===== src/rtl/parallel_adder_pkg.sv =====
// Shared constants for the 4-bit ripple-carry adder and its output register bank.
package parallel_adder_pkg;
   localparam int WIDTH = 4;
   // Output bank layout: {V, Cout, S[WIDTH-1:0]}
   localparam logic [WIDTH+1:0] RST_VAL = '0;
endpackage


===== src/rtl/parallel_adder_if.sv =====
// Operand/result bundle between the adder pins and the registered datapath core.
import parallel_adder_pkg::*;

interface parallel_adder_if;
   logic [WIDTH-1:0] a;
   logic [WIDTH-1:0] b;
   logic             cin;
   logic [WIDTH-1:0] s;
   logic             cout;
   logic             v;

   modport master (output a, b, cin, input s, cout, v);
   modport slave  (input a, b, cin, output s, cout, v);
endinterface


===== src/rtl/parallel_adder_core.sv =====
// Ripple chain of full adders, overflow detect and the synchronously reset output bank.
import parallel_adder_pkg::*;

module parallel_adder_core (
   input  logic           clk,
   input  logic           rst,
   parallel_adder_if.slave bus
);
   logic [WIDTH:0]   carry;
   logic [WIDTH-1:0] sum;

   assign carry[0] = bus.cin;

   for (genvar i = 0; i < WIDTH; i++) begin : g_stage
      full_adder u_fa (
         .a    (bus.a[i]),
         .b    (bus.b[i]),
         .cin  (carry[i]),
         .s    (sum[i]),
         .cout (carry[i+1])
      );
   end

   // Overflow: carry into the MSB disagrees with the carry out of it.
   always_ff @(posedge clk) begin
      if (rst) begin
         {bus.v, bus.cout, bus.s} <= RST_VAL;
      end else begin
         bus.s    <= sum;
         bus.cout <= carry[WIDTH];
         bus.v    <= carry[WIDTH-1] ^ carry[WIDTH];
      end
   end
endmodule


===== src/rtl/parallel_adder_full_adder.sv =====
// One-bit combinational full adder, the stage of the ripple chain.
module full_adder (
   input  logic a,
   input  logic b,
   input  logic cin,
   output logic s,
   output logic cout
);
   assign s    = a ^ b ^ cin;
   assign cout = (a & b) | (cin & (a ^ b));
endmodule


===== src/rtl/parallel_adder.sv =====
// 4-bit registered adder with per-bit pins; packs the pins into the bus feeding the core.
import parallel_adder_pkg::*;

module parallel_adder (
   input  logic clk,
   input  logic rst,
   input  logic A_1,
   input  logic A_2,
   input  logic A_3,
   input  logic A_4,
   input  logic B_1,
   input  logic B_2,
   input  logic B_3,
   input  logic B_4,
   input  logic Cin,
   output logic S_1,
   output logic S_2,
   output logic S_3,
   output logic S_4,
   output logic Cout,
   output logic V
);
   parallel_adder_if bus ();

   assign bus.a   = {A_4, A_3, A_2, A_1};
   assign bus.b   = {B_4, B_3, B_2, B_1};
   assign bus.cin = Cin;

   parallel_adder_core u_core (
      .clk (clk),
      .rst (rst),
      .bus (bus.slave)
   );

   assign {S_4, S_3, S_2, S_1} = bus.s;
   assign Cout = bus.cout;
   assign V    = bus.v;
endmodule


===== config.mk =====
export PLATFORM = sky130hd
export DESIGN_NAME = parallel_adder
export DESIGN_NICKNAME = d
export VERILOG_FILES = /design/src/rtl/parallel_adder_pkg.sv /design/src/rtl/parallel_adder_if.sv /design/src/rtl/parallel_adder_core.sv /design/src/rtl/parallel_adder_full_adder.sv /design/src/rtl/parallel_adder.sv
export SDC_FILE = /design/constraint.sdc
export NUM_CORES = 1
export LEC_CHECK = 0
export ABC_AREA = 1
export CAP_MARGIN = 10
export CORE_AREA = 2 2 39 41
export CTS_CLUSTER_DIAMETER = 80
export DETAILED_ROUTE_END_ITERATION = 8
export DIE_AREA = 0 0 41 43
export PLACE_DENSITY = 0.51
export SYNTH_ARGS = -nofsm -noshare
export SYNTH_HDL_FRONTEND = slang
export SYNTH_HIERARCHICAL = 1
export SYNTH_SLANG_ARGS = --single-unit

===== constraint.sdc =====
create_clock -name clk -period 3.9 [get_ports clk]
set_input_delay 1.17 -clock clk [delete_from_list [all_inputs] [get_ports clk]]
set_output_delay 1.17 -clock clk [all_outputs]
set_load 0.01 [all_outputs]

# Yosys cells after proc, flatten, opt, wreduce, memory -nomap -nowiden
# Index checks and enable logic that the tools add are counted.
op_classes:
  bitwise_logic: 21
op_table:
  columns: ["op", "n"]
  rows:
  - ["$xor 1x1->1", 9]
  - ["$and 1x1->1", 8]
  - ["$or 1x1->1", 4]
totals:
  regBits: 6
  inputBits: 11
  out_inout_bits: 6
  wordCells: 24

# Logic depth before layout (Yosys ltp)
depth:
  depth_word: 10
  mapped_depth: 7
  ltp_nobuf: 7

# Modules after synthesis
# Netlist, hierarchy kept.
by_module_without_submodules:
  columns: ["mod", "n_inst", "cells_each", "area_each_um2", "seq_area_each_um2"]
  rows:
  - ["parallel_adder_core", 1, 21, 177.7, 120.1]
  - ["full_adder", 4, 1, 20.0, 0.0]

# Worst setup path after synthesis
# Ideal clock, no wire load.
synth_path:
  kind: "in2reg"
  start: "input A_1"
  end: "register u_core.bus.v"
  setup_ps: 113
  arrival_time_ps: 2965
  required_ps: 3787
  path_slack_ps: 822
  path_stages: 6
  cell_sequence: "fa_1 fa_1 fa_1 fa_1 o21ai_1 nor2_1"
synth_between:
  elab_chain_cells: 10
  word_cells_on_any_way: 11
  cone_classes: "bitwise: 11"
synth_rtl:
  columns: ["item", "line", "text"]
  rows:
  - ["from (decl)", "parallel_adder.sv:7", "input logic A_1,"]
  - ["$xor 1x1->1", "parallel_adder_full_adder.sv:10", "assign cout = (a & b) | (cin & (a ^ b));"]
  - ["$and 1x1->1", "parallel_adder_full_adder.sv:10", null]
  - ["$or 1x1->1 (*)", "parallel_adder_full_adder.sv:10", null]
  - ["$and 1x1->1 (*)", "parallel_adder_full_adder.sv:10", null]
  - ["$or 1x1->1 (*)", "parallel_adder_full_adder.sv:10", null]
  - ["net u_core.carry[2]", "parallel_adder_core.sv:9", "logic [WIDTH:0] carry;"]
  - ["$and 1x1->1 (*)", "parallel_adder_full_adder.sv:10", null]
  - ["$or 1x1->1 (*)", "parallel_adder_full_adder.sv:10", null]
  - ["net u_core.carry[3]", "parallel_adder_core.sv:9", null]
  - ["$and 1x1->1 (*)", "parallel_adder_full_adder.sv:10", null]
  - ["$or 1x1->1 (*)", "parallel_adder_full_adder.sv:10", null]
  - ["net u_core.carry[4]", "parallel_adder_core.sv:9", null]
  - ["$xor 1x1->1 (*)", "parallel_adder_core.sv:31", "bus.v <= carry[WIDTH-1] ^ carry[WIDTH];"]
  - ["to (signal assigned)", "parallel_adder_core.sv:31", null]
  - ["to (decl)", "parallel_adder_if.sv:13", "modport slave (input a, b, cin, output s, cout, v);"]
# Mark *: on every way through the listed nets, which the timed path passes. The rest lies on a longest branch.
# A chain may end at the register's enable or synchronous reset.

# Final worst setup path
layout_path:
  start: "input A_1"
  end: "register u_core.bus.v"
layout_between:
  elab_chain_cells: 10
  word_cells_on_any_way: 11
  cone_classes: "bitwise: 11"
layout_rtl:
  columns: ["item", "line"]
  rows:
  - ["$xor 1x1->1", "parallel_adder_full_adder.sv:10"]
  - ["$and 1x1->1", "parallel_adder_full_adder.sv:10"]
  - ["$or 1x1->1 (*)", "parallel_adder_full_adder.sv:10"]
  - ["net u_core.carry[1]", "parallel_adder_core.sv:9"]
  - ["$and 1x1->1 (*)", "parallel_adder_full_adder.sv:10"]
  - ["$or 1x1->1 (*)", "parallel_adder_full_adder.sv:10"]
  - ["net u_core.carry[2]", "parallel_adder_core.sv:9"]
  - ["$and 1x1->1 (*)", "parallel_adder_full_adder.sv:10"]
  - ["$or 1x1->1 (*)", "parallel_adder_full_adder.sv:10"]
  - ["net u_core.carry[3]", "parallel_adder_core.sv:9"]
  - ["$and 1x1->1 (*)", "parallel_adder_full_adder.sv:10"]
  - ["$or 1x1->1 (*)", "parallel_adder_full_adder.sv:10"]
  - ["net u_core.carry[4]", "parallel_adder_core.sv:9"]
  - ["$xor 1x1->1 (*)", "parallel_adder_core.sv:31"]
# Marked as above.

==> metrics.cfg <==
[status]
status=finished clean

[synthesis]
seq_area_frac_synth=0.466
synthTopCellsByCount=dfxtp_1 (6), inv_1 (6), nor2_1 (6)
synth_flop_cell=dfxtp_1
synth-edff-count=0
syn_area_um2=258
syn_nets=40
ys.warnings.count=6
netlist_top_cells_area=dfxtp_1 (47%), fa_1 (31%), inv_1 (8.7%)
ys_ff_latch=6
synth.largest_area_cell=dfxtp_1
async_reset_ff_frac=0
syn_avg_cell_area_um2=10.3
ys_types=7
syn_inst=25
yosysTopAreaCellShare=0.466

[route]
vias=202
route.antenna.remaining_nets=0
firstDrtPassIters=3
viasPerCell=3.37
wirelength_um=371
drt-initial-drc-count=2
drc=0
wl_per_cell_um=6.18

[worst_setup_path]
path_class=input pin to register
crit_arrival_ns=3.49
crit_path_max_fanout=3
crit_path_end_kind=register
critPathRequiredTime_ns=4.03
startpoint_type=input pin

[cells_and_area]
diodes=0
drive_gt1_frac=0.0909
final_nets=61
area_delta_synth_final_pct=78.6
fillCellCount=147
fin_util=0.333

[clock_network]
clock_sinks=6
post-cts-setup-buffers=0
cts_resized=0
cts_max_level=1
post_cts_hold_buffer_count=0
clk_pin_slew_ns=0.04
cts_tree=yes
cts_buffer_depth=2
cts_buffers=3
clk_root_buffer_cell=clkbuf_4

[sta]
final.setup.tns_ns=0
drv_slew=0
fin_crit_ns=3.36
fmax_mhz=298
tightest_slew_ns=0.224
finalHoldViolations=0
slew_headroom=0.850
setup_viol=0
rsz0062_at_grt=no
fin_crit_sh=0.860

[placement]
dp_hpwl_um=340
gp_congestion=0.640
io_buffers=16

[grt]
grt_pass1_vias=172
grt_max_degree=7
grt_util_all_layers=0.0588
grt_pass1_wl_um=614
grt_overflow=0
antenna_found_initial=0

[die]
die_h_um=43
chipWidth_um=41
floorplan.rows=14
start_util=0.186
ioPinCount=17
core_area_um2=1380
die-area_um2=1760

[power]
power.switching_mw=0.0386
swShare=0.229
peakVddDrop_uv=84.3
power_density_nw_per_um2=367
comb_power_share=0.260
pwr-share-seq=0.414
power.leakage_nw=0.208
p_int_mw=0.130
p_clk_frac=0.326

[job]
drv_cap=0

[min_path]
hold_class=input pin to register
hold_end=u_core/bus.cout$_SDFF_PP0_
whs_path_depth=2
hp-start=rst

[power groups by stage]
stage                     logic, mW  registers (mW)  clock network (mW)
after floorplan              0.0135          0.0750                   0
after global placement       0.0447          0.0710                   0
after detailed placement     0.0446          0.0711                   0
after CTS                    0.0446          0.0700              0.0587
after global routing         0.0492          0.0702              0.0613
final                        0.0439          0.0699              0.0550
[critical path, cell delays in order]
cell and delay [ns]:
clkdlybuf4s50_1 0.43, fa_1 0.44, fa_1 0.39, fa_1 0.43, fa_1 0.43, o21ai_1 0.15
nor2_1 0.05
[cells in the final DEF, fill, tap and decap left out, drive strengths merged]
| cell type | n |
|---|---|
| o21ai | 1 |
| clkbuf | 3 |
| clkdlybuf4s50 | 16 |
| nor2 | 6 |
| dfxtp | 6 |
| fa | 4 |
| inv | 7 |
| nand2 | 1 |
[per-stage QoR]
| step | instances | hold slack [ns] | worst slack (ns) | power [mW] | instance area, um2 |
|---|---|---|---|---|---|
| 2_1_floorplan | 25 | 1.24 | 0.822 | 0.0884 | 258 |
| 3_3_place_gp | 57 | 1.86 | 0.295 | 0.116 | 438 |
| 5_1_grt | 60 | 1.63 | 0.475 | 0.181 | 460 |
| 3_5_place_dp | 57 | 1.86 | 0.283 | 0.116 | 438 |
| 4_1_cts | 60 | 1.61 | 0.546 | 0.173 | 460 |
| 6_report | 60 | 1.61 | 0.545 | 0.169 | 460 |
[worst max path at each step]
stage | startpoint | endpoint | slack (ns)
floorplan | A_1 | u_core/bus.v$_SDFF_PP0_ | 0.82
global placement | A_1 | u_core/bus.v$_SDFF_PP0_ | 0.30
detailed placement | A_1 | u_core/bus.v$_SDFF_PP0_ | 0.28
CTS | A_1 | u_core/bus.v$_SDFF_PP0_ | 0.55
global route | A_1 | u_core/bus.v$_SDFF_PP0_ | 0.48
finish | A_1 | u_core/bus.v$_SDFF_PP0_ | 0.54
[registers in the layout, indices dropped and copies added (netlist names)]
signal and count:
u_core/bus.s 4, u_core/bus.cout 1, u_core/bus.v 1
[logic make-up (layout without fill, tap and decap cells)]
| group | count (synthesis) | in the layout | share of synthesized area |
|---|---|---|---|
| buf+inv | 7 | 26 | 0.102 |
| flops | 6 | 6 | 0.466 |
| fa+ha+maj | 4 | 4 | 0.311 |
| simple gates | 7 | 7 | 0.102 |
| compound gates | 1 | 1 | 0.0194 |
[layer usage]
layer,vias to the layer above,track usage,part of all wire
met5,-,0,0
met4,0,0.100,0.043
met3,2,0.0157,0.092
met2,13,0.0719,0.49
met1,80,0.0565,0.38
li1,107,-,-
[final cells by class]
cell class              instances  area (um2)  share of cell area
repair buffers                 16         160               0.348
well taps                      16        20.0              0.0435
multi-input cells              12         111               0.242
clock buffers                   3        22.5              0.0489
inverters                       7        26.3              0.0571
flip-flops and latches          6         120               0.261
Power figures use the tool's default switching activity.
